==> src/rtl/ripple_carry_adder_pkg.sv <==
// rtl/ripple_carry_adder_pkg.sv - shared constants for the ripple-carry adder
package ripple_carry_adder_pkg;

  localparam int DEFAULT_WIDTH = 4;

endpackage

==> src/rtl/ripple_carry_adder_full_adder.sv <==
// rtl/ripple_carry_adder_full_adder.sv - single-bit full adder cell of the ripple chain
module full_adder (
  input  logic a,
  input  logic b,
  input  logic cin,
  output logic s,
  output logic cout
);

  logic w_prop;

  assign w_prop = a ^ b;
  assign s      = w_prop ^ cin;
  assign cout   = (a & b) | (cin & w_prop);

endmodule

==> src/rtl/ripple_carry_adder.sv <==
// rtl/ripple_carry_adder.sv - combinational ripple-carry adder with a registered result stage
module ripple_carry_adder
  import ripple_carry_adder_pkg::*;
#(
  parameter int WIDTH = DEFAULT_WIDTH
) (
  output logic [WIDTH-1:0] S,
  output logic [WIDTH:1]   C,
  input  logic [WIDTH-1:0] A,
  input  logic [WIDTH-1:0] B,
  input  logic             C_in,
  input  logic             clk,
  input  logic             rst_n,
  input  logic             in_valid,
  output logic [WIDTH-1:0] S_r,
  output logic             C_out_r,
  output logic             ovf_r,
  output logic             out_valid
);

  logic [WIDTH:0]   w_carry;
  logic [WIDTH-1:0] r_sum;
  logic             r_cout;
  logic             r_ovf;
  logic             r_valid;

  assign w_carry[0] = C_in;

  genvar gi;
  generate
    for (gi = 0; gi < WIDTH; gi++) begin : g_bit
      full_adder u_fa (
        .a    (A[gi]),
        .b    (B[gi]),
        .cin  (w_carry[gi]),
        .s    (S[gi]),
        .cout (w_carry[gi+1])
      );
    end
  endgenerate

  assign C = w_carry[WIDTH:1];

  // Signed overflow: carry into the sign bit differs from carry out of it.
  always_ff @(posedge clk or negedge rst_n) begin
    if (!rst_n) begin
      r_sum   <= '0;
      r_cout  <= 1'b0;
      r_ovf   <= 1'b0;
      r_valid <= 1'b0;
    end else begin
      r_valid <= in_valid;
      if (in_valid) begin
        r_sum  <= S;
        r_cout <= w_carry[WIDTH];
        r_ovf  <= w_carry[WIDTH] ^ w_carry[WIDTH-1];
      end
    end
  end

  assign S_r       = r_sum;
  assign C_out_r   = r_cout;
  assign ovf_r     = r_ovf;
  assign out_valid = r_valid;

endmodule

==> config.mk <==
export PLATFORM = sky130hd
export DESIGN_NAME = ripple_carry_adder
export DESIGN_NICKNAME = d
export VERILOG_FILES = /design/src/rtl/ripple_carry_adder_pkg.sv /design/src/rtl/ripple_carry_adder_full_adder.sv /design/src/rtl/ripple_carry_adder.sv
export SDC_FILE = /design/constraint.sdc
export NUM_CORES = 1
export LEC_CHECK = 0
export ABC_AREA = 1
export CORE_AREA = 3 3 40 42
export DETAILED_ROUTE_END_ITERATION = 10
export DIE_AREA = 0 0 43 45
export PLACE_DENSITY = 0.7
export SLEW_MARGIN = 40
export SYNTH_ARGS = -nofsm -noshare
export SYNTH_HDL_FRONTEND = slang
export SYNTH_HIERARCHICAL = 1
export SYNTH_SLANG_ARGS = --single-unit
export TNS_END_PERCENT = 100
==> constraint.sdc <==
create_clock -name clk -period 3.1 [get_ports clk]
set_clock_uncertainty 0.2 [all_clocks]
set_input_delay 0.465 -clock clk [delete_from_list [all_inputs] [get_ports clk]]
set_output_delay 0.465 -clock clk [all_outputs]
set_load 0.1 [all_outputs]
Word-level counts from Yosys, hierarchy flattened

Index checks and enable logic that the tools add are counted.

Input bits: 12
Logic and storage cells: 25
Register bits: 7

Bitwise logic cells: 21

Operators with widths:

| operator          | count |
|---|---|
| 1-bit XOR         | 9 |
| 1-bit bitwise AND | 8 |
| 1-bit OR          | 4 |

Longest topological paths before layout

Gate-level depths: netlist of run 1.

Depth after elaboration: 10
Gate-level depth with buffers: 8
Depth with buffers taken out: 8

Modules after synthesis

Netlist of run 1, hierarchy kept.

Modules (own cells, without submodules):

| module             | seq. area each (um2) | instances | cells each | area an instance (um2) |
|---|---|---|---|---|
| ripple_carry_adder | 175.2                | 1         | 29         | 264.0 |
| full_adder         | 0.0                  | 4         | 1          | 20.0 |

Least setup slack after synthesis of run 1

Ideal clock, no wire load.

Path type: input-to-output
Start: in A[0]
End: out S[3]
Data arrival time: 4.595 ns
Setup slack: -2.160 ns
Stages: 4
Cells stage by stage: fa_1 fa_1 fa_1 fa_1

Word-level cells in the longest chain between the ends: 8
Elaborated cells between the ends (all ways): 9
Those cells by class: bitwise: 9

Ends and longest elaborated chain:

| item                | RTL line                            | text |
|---|---|---|
| start, declared     | ripple_carry_adder.sv:9             | `input logic [WIDTH-1:0] A,` |
| 1-bit XOR           | ripple_carry_adder_full_adder.sv:12 | `assign w_prop = a ^ b;` |
| 1-bit bitwise AND   | ripple_carry_adder_full_adder.sv:14 | `assign cout = (a & b) \| (cin & w_prop);` |
| 1-bit OR *          | ripple_carry_adder_full_adder.sv:14 |  |
| 1-bit bitwise AND * | ripple_carry_adder_full_adder.sv:14 |  |
| 1-bit OR *          | ripple_carry_adder_full_adder.sv:14 |  |
| net C, one bit      | ripple_carry_adder.sv:8             | `output logic [WIDTH:1] C,` |
| 1-bit bitwise AND * | ripple_carry_adder_full_adder.sv:14 |  |
| 1-bit OR *          | ripple_carry_adder_full_adder.sv:14 |  |
| net C, one bit      | ripple_carry_adder.sv:8             |  |
| 1-bit XOR *         | ripple_carry_adder_full_adder.sv:13 | `assign s = w_prop ^ cin;` |
| end, declared       | ripple_carry_adder.sv:7             | `output logic [WIDTH-1:0] S,` |

Mark *: on every way through the listed nets, which the timed path passes. The rest lies on a longest branch.

Worst setup path after layout of run 1

Start: in C_in
End: out S[3]

Word-level cells in the longest chain between the ends: 7

Ends and longest elaborated chain:

| item              | RTL line                            | text |
|---|---|---|
| start, declared   | ripple_carry_adder.sv:11            | `input logic C_in,` |
| 1-bit bitwise AND | ripple_carry_adder_full_adder.sv:14 |  |
| 1-bit OR          | ripple_carry_adder_full_adder.sv:14 |  |
| 1-bit bitwise AND | ripple_carry_adder_full_adder.sv:14 |  |
| 1-bit OR          | ripple_carry_adder_full_adder.sv:14 |  |
| 1-bit bitwise AND | ripple_carry_adder_full_adder.sv:14 |  |
| 1-bit OR          | ripple_carry_adder_full_adder.sv:14 |  |
| 1-bit XOR         | ripple_carry_adder_full_adder.sv:13 |  |

No other way between the ends.

==> impl_metrics.json, run 1 <==
{
  "slew_headroom_pct": 78.65,
  "syn_nets": 49,
  "synth_xor_area_share_pct": 0,
  "setup-violations-final": 1,
  "die_area_mm2": 0.001935,
  "hold_viol": 0,
  "path_clk_slew_ps": 50,
  "p_leak_nw": 0.3575,
  "failed_checks": "setup timing",
  "grt_max_degree": 8,
  "synth_top_family_by_area": "adder cells",
  "yosysTopAreaCell": "dfrtp_1",
  "yosysMostFrequentCell": "nand2_1",
  "dpl-instance-area_um2": 698.2,
  "synth_mux_area_share_pct": 0,
  "start_util_pct": 26.78,
  "drtIter0Drc": 10,
  "gr-total-overflow": 0,
  "status": "finished, violations left",
  "cp-end-kind": "output port",
  "grt_use_total_pct": 10.36,
  "core_area_mm2": 0.001285,
  "antenna_found_initial": 0,
  "synth_compound_area_share_pct": 2.545,
  "cts_buffers": 3,
  "final_antenna_net_count": 0,
  "p_comb_share_pct": 64.9,
  "synth_fa_ha_area_share_pct": 23.27,
  "yosys-top-cells-count": "17 x nand2_1, 7 x dfrtp_1, 4 x fa_1, 2 x inv_1",
  "layout-drive-gt1-share_pct": 46.97,
  "clockBufferDepth": 2,
  "num_rows": 13,
  "synth_area_um2": 344.1,
  "path_max_fanout": 2,
  "grt_pass1_vias": 336,
  "io_pins": 27,
  "period_minus_slack_ps": 3142,
  "fmax_mhz": 318.3,
  "synth_edf_count": 0,
  "ys_seq_area_share_pct": 50.91,
  "cts_root_buf": "clkbuf_4",
  "die_w_um": 43,
  "drv_cap": 0,
  "grt_first_pass_wirelength_mm": 1.449,
  "cts_sinks": 7,
  "report.final.slew_viol_count": 0,
  "p_switching_w": 0.0002906,
  "hp-class": "primary input to async pin",
  "syn_area_per_cell_um2": 10.43,
  "fin_cells": 81,
  "insertedDiodeCount": 0,
  "routabilityCongestion": 0.6275,
  "ir_worst_vdd_v": 0.0003481,
  "synth_area_leaders": "dfrtp_1 51%, fa_1 23%, nand2_1 19%, o21ai_2 2.5%, inv_1 2.2%",
  "io_buffers": 26,
  "cp_slowest_stage_delay_ps": 580,
  "dpl_worst_slack_ps": -485.3,
  "crit_chain": "buf_6 > fa_2 > fa_2 > fa_2 > fa_2 > buf_12",
  "final.period_utilization_pct": 101.3,
  "synthSimpleGateAreaFrac_pct": 20.00,
  "cpMostUsedCell": "fa_2",
  "synthArstFlopShare_pct": 100.0,
  "crit_arrival_ps": 2480,
  "syn_inst": 33,
  "first_pass_iters": 4,
  "yosysUniqueCellTypes": 7,
  "hold_slack_ps": 276.7,
  "cp.required_ps": 2430,
  "cp-start-kind": "primary input",
  "worst_slew_pin_slew_ps": 319.2,
  "ys_ff_latch": 7,
  "die_h_um": 45,
  "layout.nets": 83,
  "fin_area_um2": 721.9,
  "cts_max_level": 1,
  "p_seq_share_pct": 20.3,
  "powerDensity_mw_per_mm2": 758.5,
  "synth_top_area_share_pct": 50.91,
  "synth-warning-count": 6,
  "cts_tree": "yes",
  "cpMaxStageDelayCell": "fa_2",
  "routed_via_density": 4.198,
  "internal-power_w": 0.0002570,
  "fillers": 111,
  "switching_share_pct": 53.06,
  "fin_total_pwr_w": 0.0005476,
  "finalWorstSetupSlack_ps": -41.59,
  "path_class": "primary input to output port",
  "dp_hpwl_um": 788.1,
  "clock_power_share_pct": 14.8,
  "detail_route.wl_per_cell_um": 11.36,
  "placed_cells": 76,
  "rsz0062_at_grt": "yes",
  "ys.flop_type": "dfrtp_1",
  "synthToLayoutAreaGrowth_pct": 109.8,
  "vias": 340,
  "drcViolationCount": 0,
  "cts_hold_buf": 0,
  "routed_wl_um": 920,
  "insertion_delay_ps": 240
}
[final cells by class]
class	instances	area, um2	area share, %
Timing Repair Buffer	29	322.8	44.71
Clock buffer	4	26.28	3.640
Tap cell	15	18.77	2.600
Inverter	3	11.26	1.560
Sequential cell	7	175.2	24.26
Multi-Input combinational cell	23	167.7	23.22
[sequential cells by signal, summed over array words and instances (netlist names)]
name / flops
C_out_r: 1
ovf_r: 1
S_r: 4
out_valid: 1
[metrics by stage]
step                TNS [ps]  util [%]
finish                -41.59     56.18
CTS                   -59.12     56.18
floorplan              -4350         -
detailed placement    -988.9     54.33
global placement      -814.3     54.33
global route          -77.14     56.18
[power groups by stage]
stage / sequential [W] / combinational [W] / clock (W)
finish: 0.000111 / 0.000356 / 0.0000809
detailed placement: 0.000113 / 0.000357 / 0
CTS: 0.000111 / 0.000358 / 0.0000834
global route: 0.000113 / 0.000365 / 0.0000867
global placement: 0.000113 / 0.000354 / 0
floorplan: 0.000210 / 0.000154 / 0
[worst max-delay path: cells and delay by family]
kind / cells / cell delay (ps)
fa+ha+maj: 4 / 1740
buf+inv: 2 / 270
[kinds of logic after synthesis]
| group | Yosys count |
|---|---|
| AOI/OAI and AO/OA | 1 |
| and+or+nand+nor | 18 |
| adders and majority gates | 4 |
| buffers and inverters | 3 |
| DFF | 7 |
[what timing repair did]
item                                    CTS  global route
endpoints found under the hold margin     0             0
endpoints found under the setup margin    3             1
buffers inserted                          1             0
gates resized for setup                  14             0
pin swaps                                 4             0
[cells in the final DEF, fill, tap and decap left out]
cell,n
nand2_1,17
buf_4,11
dfrtp_1,7
clkdlybuf4s50_1,7
buf_12,7
fa_2,4
clkbuf_4,3
inv_2,2
buf_2,2
o21ai_2,1
inv_1,1
nand3_1,1
clkbuf_1,1
dlygate4sd2_1,1
buf_6,1
[layer usage]
layer  track usage [%]  vias to the layer above  part of all wire [%]
li1                  -                      167                     -
met4             1.807                        0                     0
met3             5.179                        0                    10
met2             17.07                       20                    54
met1             12.47                      153                    36
met5                 0                        -                     0
[final timing paths]
| kind | from | end | slack (ps) | depth (start not counted) |
|---|---|---|---|---|
| max | C_in | S[3] | -40 | 6 |
| min | rst_n | out_valid$_DFF_PN0_ | 280 | 1 |
| max reg2reg | C_out_r$_DFFE_PN0P_ | C_out_r$_DFFE_PN0P_ | 2290 | 2 |
| min reg2reg | S_r[3]$_DFFE_PN0P_ | S_r[3]$_DFFE_PN0P_ | 280 | 2 |
| max in group asynchronous | rst_n | C_out_r$_DFFE_PN0P_ | 2180 | 1 |
| min in group clk | S_r[3]$_DFFE_PN0P_ | S_r[3]$_DFFE_PN0P_ | 280 | 2 |
(Power assumes the default switching activity.)
==> run 2: changes to the inputs <==
--- a/config.mk
+++ b/config.mk
@@ -6,7 +6,9 @@
 export NUM_CORES = 1
 export LEC_CHECK = 0
 export ABC_AREA = 1
+export CAP_MARGIN = 0
 export CORE_AREA = 3 3 40 42
+export CTS_BUF_LIST = sky130_fd_sc_hd__clkbuf_8
 export DETAILED_ROUTE_END_ITERATION = 10
 export DIE_AREA = 0 0 43 45
 export PLACE_DENSITY = 0.7
==> run 2 against run 1 <==
First-iteration DRC count fell by 30%; sequential cell count unchanged; the flow still finishes with violations (setup timing); power grew 8.0%; highest routed layer is now met4; combinational power about the same; clock power up 53%; register-to-register slack hardly changed; largest power group unchanged.
==> impl_metrics.json, run 2 (same netlist as run 1, synthesis figures left out) <==
{
  "cts_tree": "yes",
  "path_clk_slew_ps": 40,
  "core_area_mm2": 0.001285,
  "grt_first_pass_wirelength_mm": 1.524,
  "p_seq_share_pct": 18.9,
  "layout_common_cells": "17 x nand2_1, 11 x buf_4, 7 x dfrtp_1, 7 x clkdlybuf4s50_1, 7 x buf_12",
  "report.final.slew_viol_count": 0,
  "antenna_found_initial": 0,
  "cp.depth": 6,
  "insertedDiodeCount": 0,
  "routabilityCongestion": 0.6275,
  "grt_use_total_pct": 11.55,
  "die_h_um": 45,
  "drcViolationCount": 0,
  "first_pass_iters": 4,
  "slew_headroom_pct": 78.83,
  "fmax_mhz": 318.8,
  "cp.required_ps": 2430,
  "failed_checks": "setup timing",
  "dpl-instance-area_um2": 698.2,
  "hp-class": "flop to flop",
  "mostFrequentLayoutCell": "nand2_1",
  "final.period_utilization_pct": 101.2,
  "largest_register_ffs": 4,
  "cp-end-kind": "output port",
  "die_w_um": 43,
  "finalWorstSetupSlack_ps": -36.77,
  "powerDensity_mw_per_mm2": 798.7,
  "start_util_pct": 26.78,
  "cpLargestDelayFamily": "adder cells",
  "setup-violations-final": 1,
  "num_rows": 13,
  "die_area_mm2": 0.001935,
  "detail_route.wl_per_cell_um": 11.72,
  "period_minus_slack_ps": 3137,
  "worst-path-buf-inv": 2,
  "gr-total-overflow": 0,
  "p_switching_w": 0.0002977,
  "crit_end": "S[3]",
  "internal-power_w": 0.0002939,
  "worst_slew_pin_slew_ps": 316.5,
  "dp_hpwl_um": 788.1,
  "cts_max_level": 1,
  "routed_wl_um": 949,
  "r2r_cells": 2,
  "tns_ps": -36.77,
  "routed_via_density": 4.296,
  "path_max_fanout": 2,
  "cp-start-kind": "primary input",
  "final_util_pct": 57.64,
  "io_buffers": 26,
  "p_comb_share_pct": 60.2,
  "layout.nets": 83,
  "clockBufferDepth": 2,
  "cts_buffers": 3,
  "fillers": 111,
  "vias": 348,
  "r2r_slack_ps": 2290,
  "grt_max_degree": 8,
  "layout-drive-gt1-share_pct": 46.97,
  "path_class": "primary input to output port",
  "ir_worst_vdd_v": 0.0003580,
  "grt_pass1_vias": 348,
  "synthToLayoutAreaGrowth_pct": 115.3,
  "drtIter0Drc": 7,
  "p_leak_nw": 0.3694,
  "reg2reg_to": "C_out_r$_DFFE_PN0P_",
  "cts_sinks": 7,
  "status": "finished, violations left",
  "fin_total_pwr_w": 0.0005916,
  "crit_arrival_ps": 2470,
  "final_antenna_net_count": 0,
  "cpMaxStageDelayCell": "fa_2",
  "dpl_worst_slack_ps": -485.3,
  "io_pins": 27,
  "hold_viol": 0,
  "cts_hold_buf": 0,
  "drv_cap": 0,
  "crit_chain": "buf_6 > fa_2 > fa_2 > fa_2 > fa_2 > buf_12",
  "r2r-start": "C_out_r$_DFFE_PN0P_",
  "cpMostUsedCell": "fa_2",
  "startpoint": "C_in",
  "cp_slowest_stage_delay_ps": 590,
  "insertion_delay_ps": 220,
  "rsz0062_at_grt": "yes",
  "switching_share_pct": 50.32,
  "clock_power_share_pct": 21.0,
  "cts_root_buf": "clkbuf_8",
  "fin_area_um2": 740.7
}
run 2: power by group through the flow:
| stage | combinational [W] | clock (W) | sequential (W) |
|---|---|---|---|
| 2_1_floorplan | 0.000154 | 0 | 0.000210 |
| 3_3_place_gp | 0.000354 | 0 | 0.000113 |
| 3_5_place_dp | 0.000357 | 0 | 0.000113 |
| 4_1_cts | 0.000359 | 0.000128 | 0.000112 |
| 5_1_grt | 0.000366 | 0.000134 | 0.000113 |
| 6_report | 0.000356 | 0.000124 | 0.000112 |
run 2: worst min-delay path by stage:
stage / slack, ps / to / startpoint / cells past startpoint
2_1_floorplan: -30 / C_out_r$_DFFE_PN0P_ / rst_n / 0
3_3_place_gp: 260 / S_r[0]$_DFFE_PN0P_ / S_r[0]$_DFFE_PN0P_ / 2
3_5_place_dp: 270 / ovf_r$_DFFE_PN0P_ / ovf_r$_DFFE_PN0P_ / 2
4_1_cts: 280 / ovf_r$_DFFE_PN0P_ / ovf_r$_DFFE_PN0P_ / 2
5_1_grt: 300 / ovf_r$_DFFE_PN0P_ / ovf_r$_DFFE_PN0P_ / 2
6_report: 280 / S_r[3]$_DFFE_PN0P_ / S_r[3]$_DFFE_PN0P_ / 2
run 2: tightest hold or removal path: stages (launching register included):
cell and delay [ps]:
dfrtp_1 340, nand2_1 50, nand2_1 50
run 2: per-stage QoR:
step,cells,hold slack [ps]
6_report,81,278.0
5_1_grt,81,295.4
4_1_cts,81,280.9
3_5_place_dp,76,269.6
3_3_place_gp,76,259.5
2_1_floorplan,33,-30.59
run 2: area by class of cell:
class,count,area (um2),area share [%]
Timing Repair Buffer,29,322.8,43.58
Sequential cell,7,175.2,23.65
Multi-Input combinational cell,23,167.7,22.64
Clock buffer,3,41.29,5.574
Tap cell,15,18.77,2.534
Inverter,3,11.26,1.520
Clock inverter,1,3.754,0.5068
run 2: layer usage:
layer	GRT usage, %	vias up	part of all wire (%)	wire length, um
li1	-	165	-	-
met1	12.75	162	37	354
met2	18.26	18	51	488
met3	5.179	3	8.9	84
met4	7.229	0	2.2	21
met5	0	-	0	0
run 2: what timing repair did:
| item | in CTS | in global routing |
|---|---|---|
| pin swaps | 4 | 2 |
| buffers inserted | 1 | 0 |
| endpoints found under the setup margin | 3 | 1 |
| resized for setup | 14 | 0 |
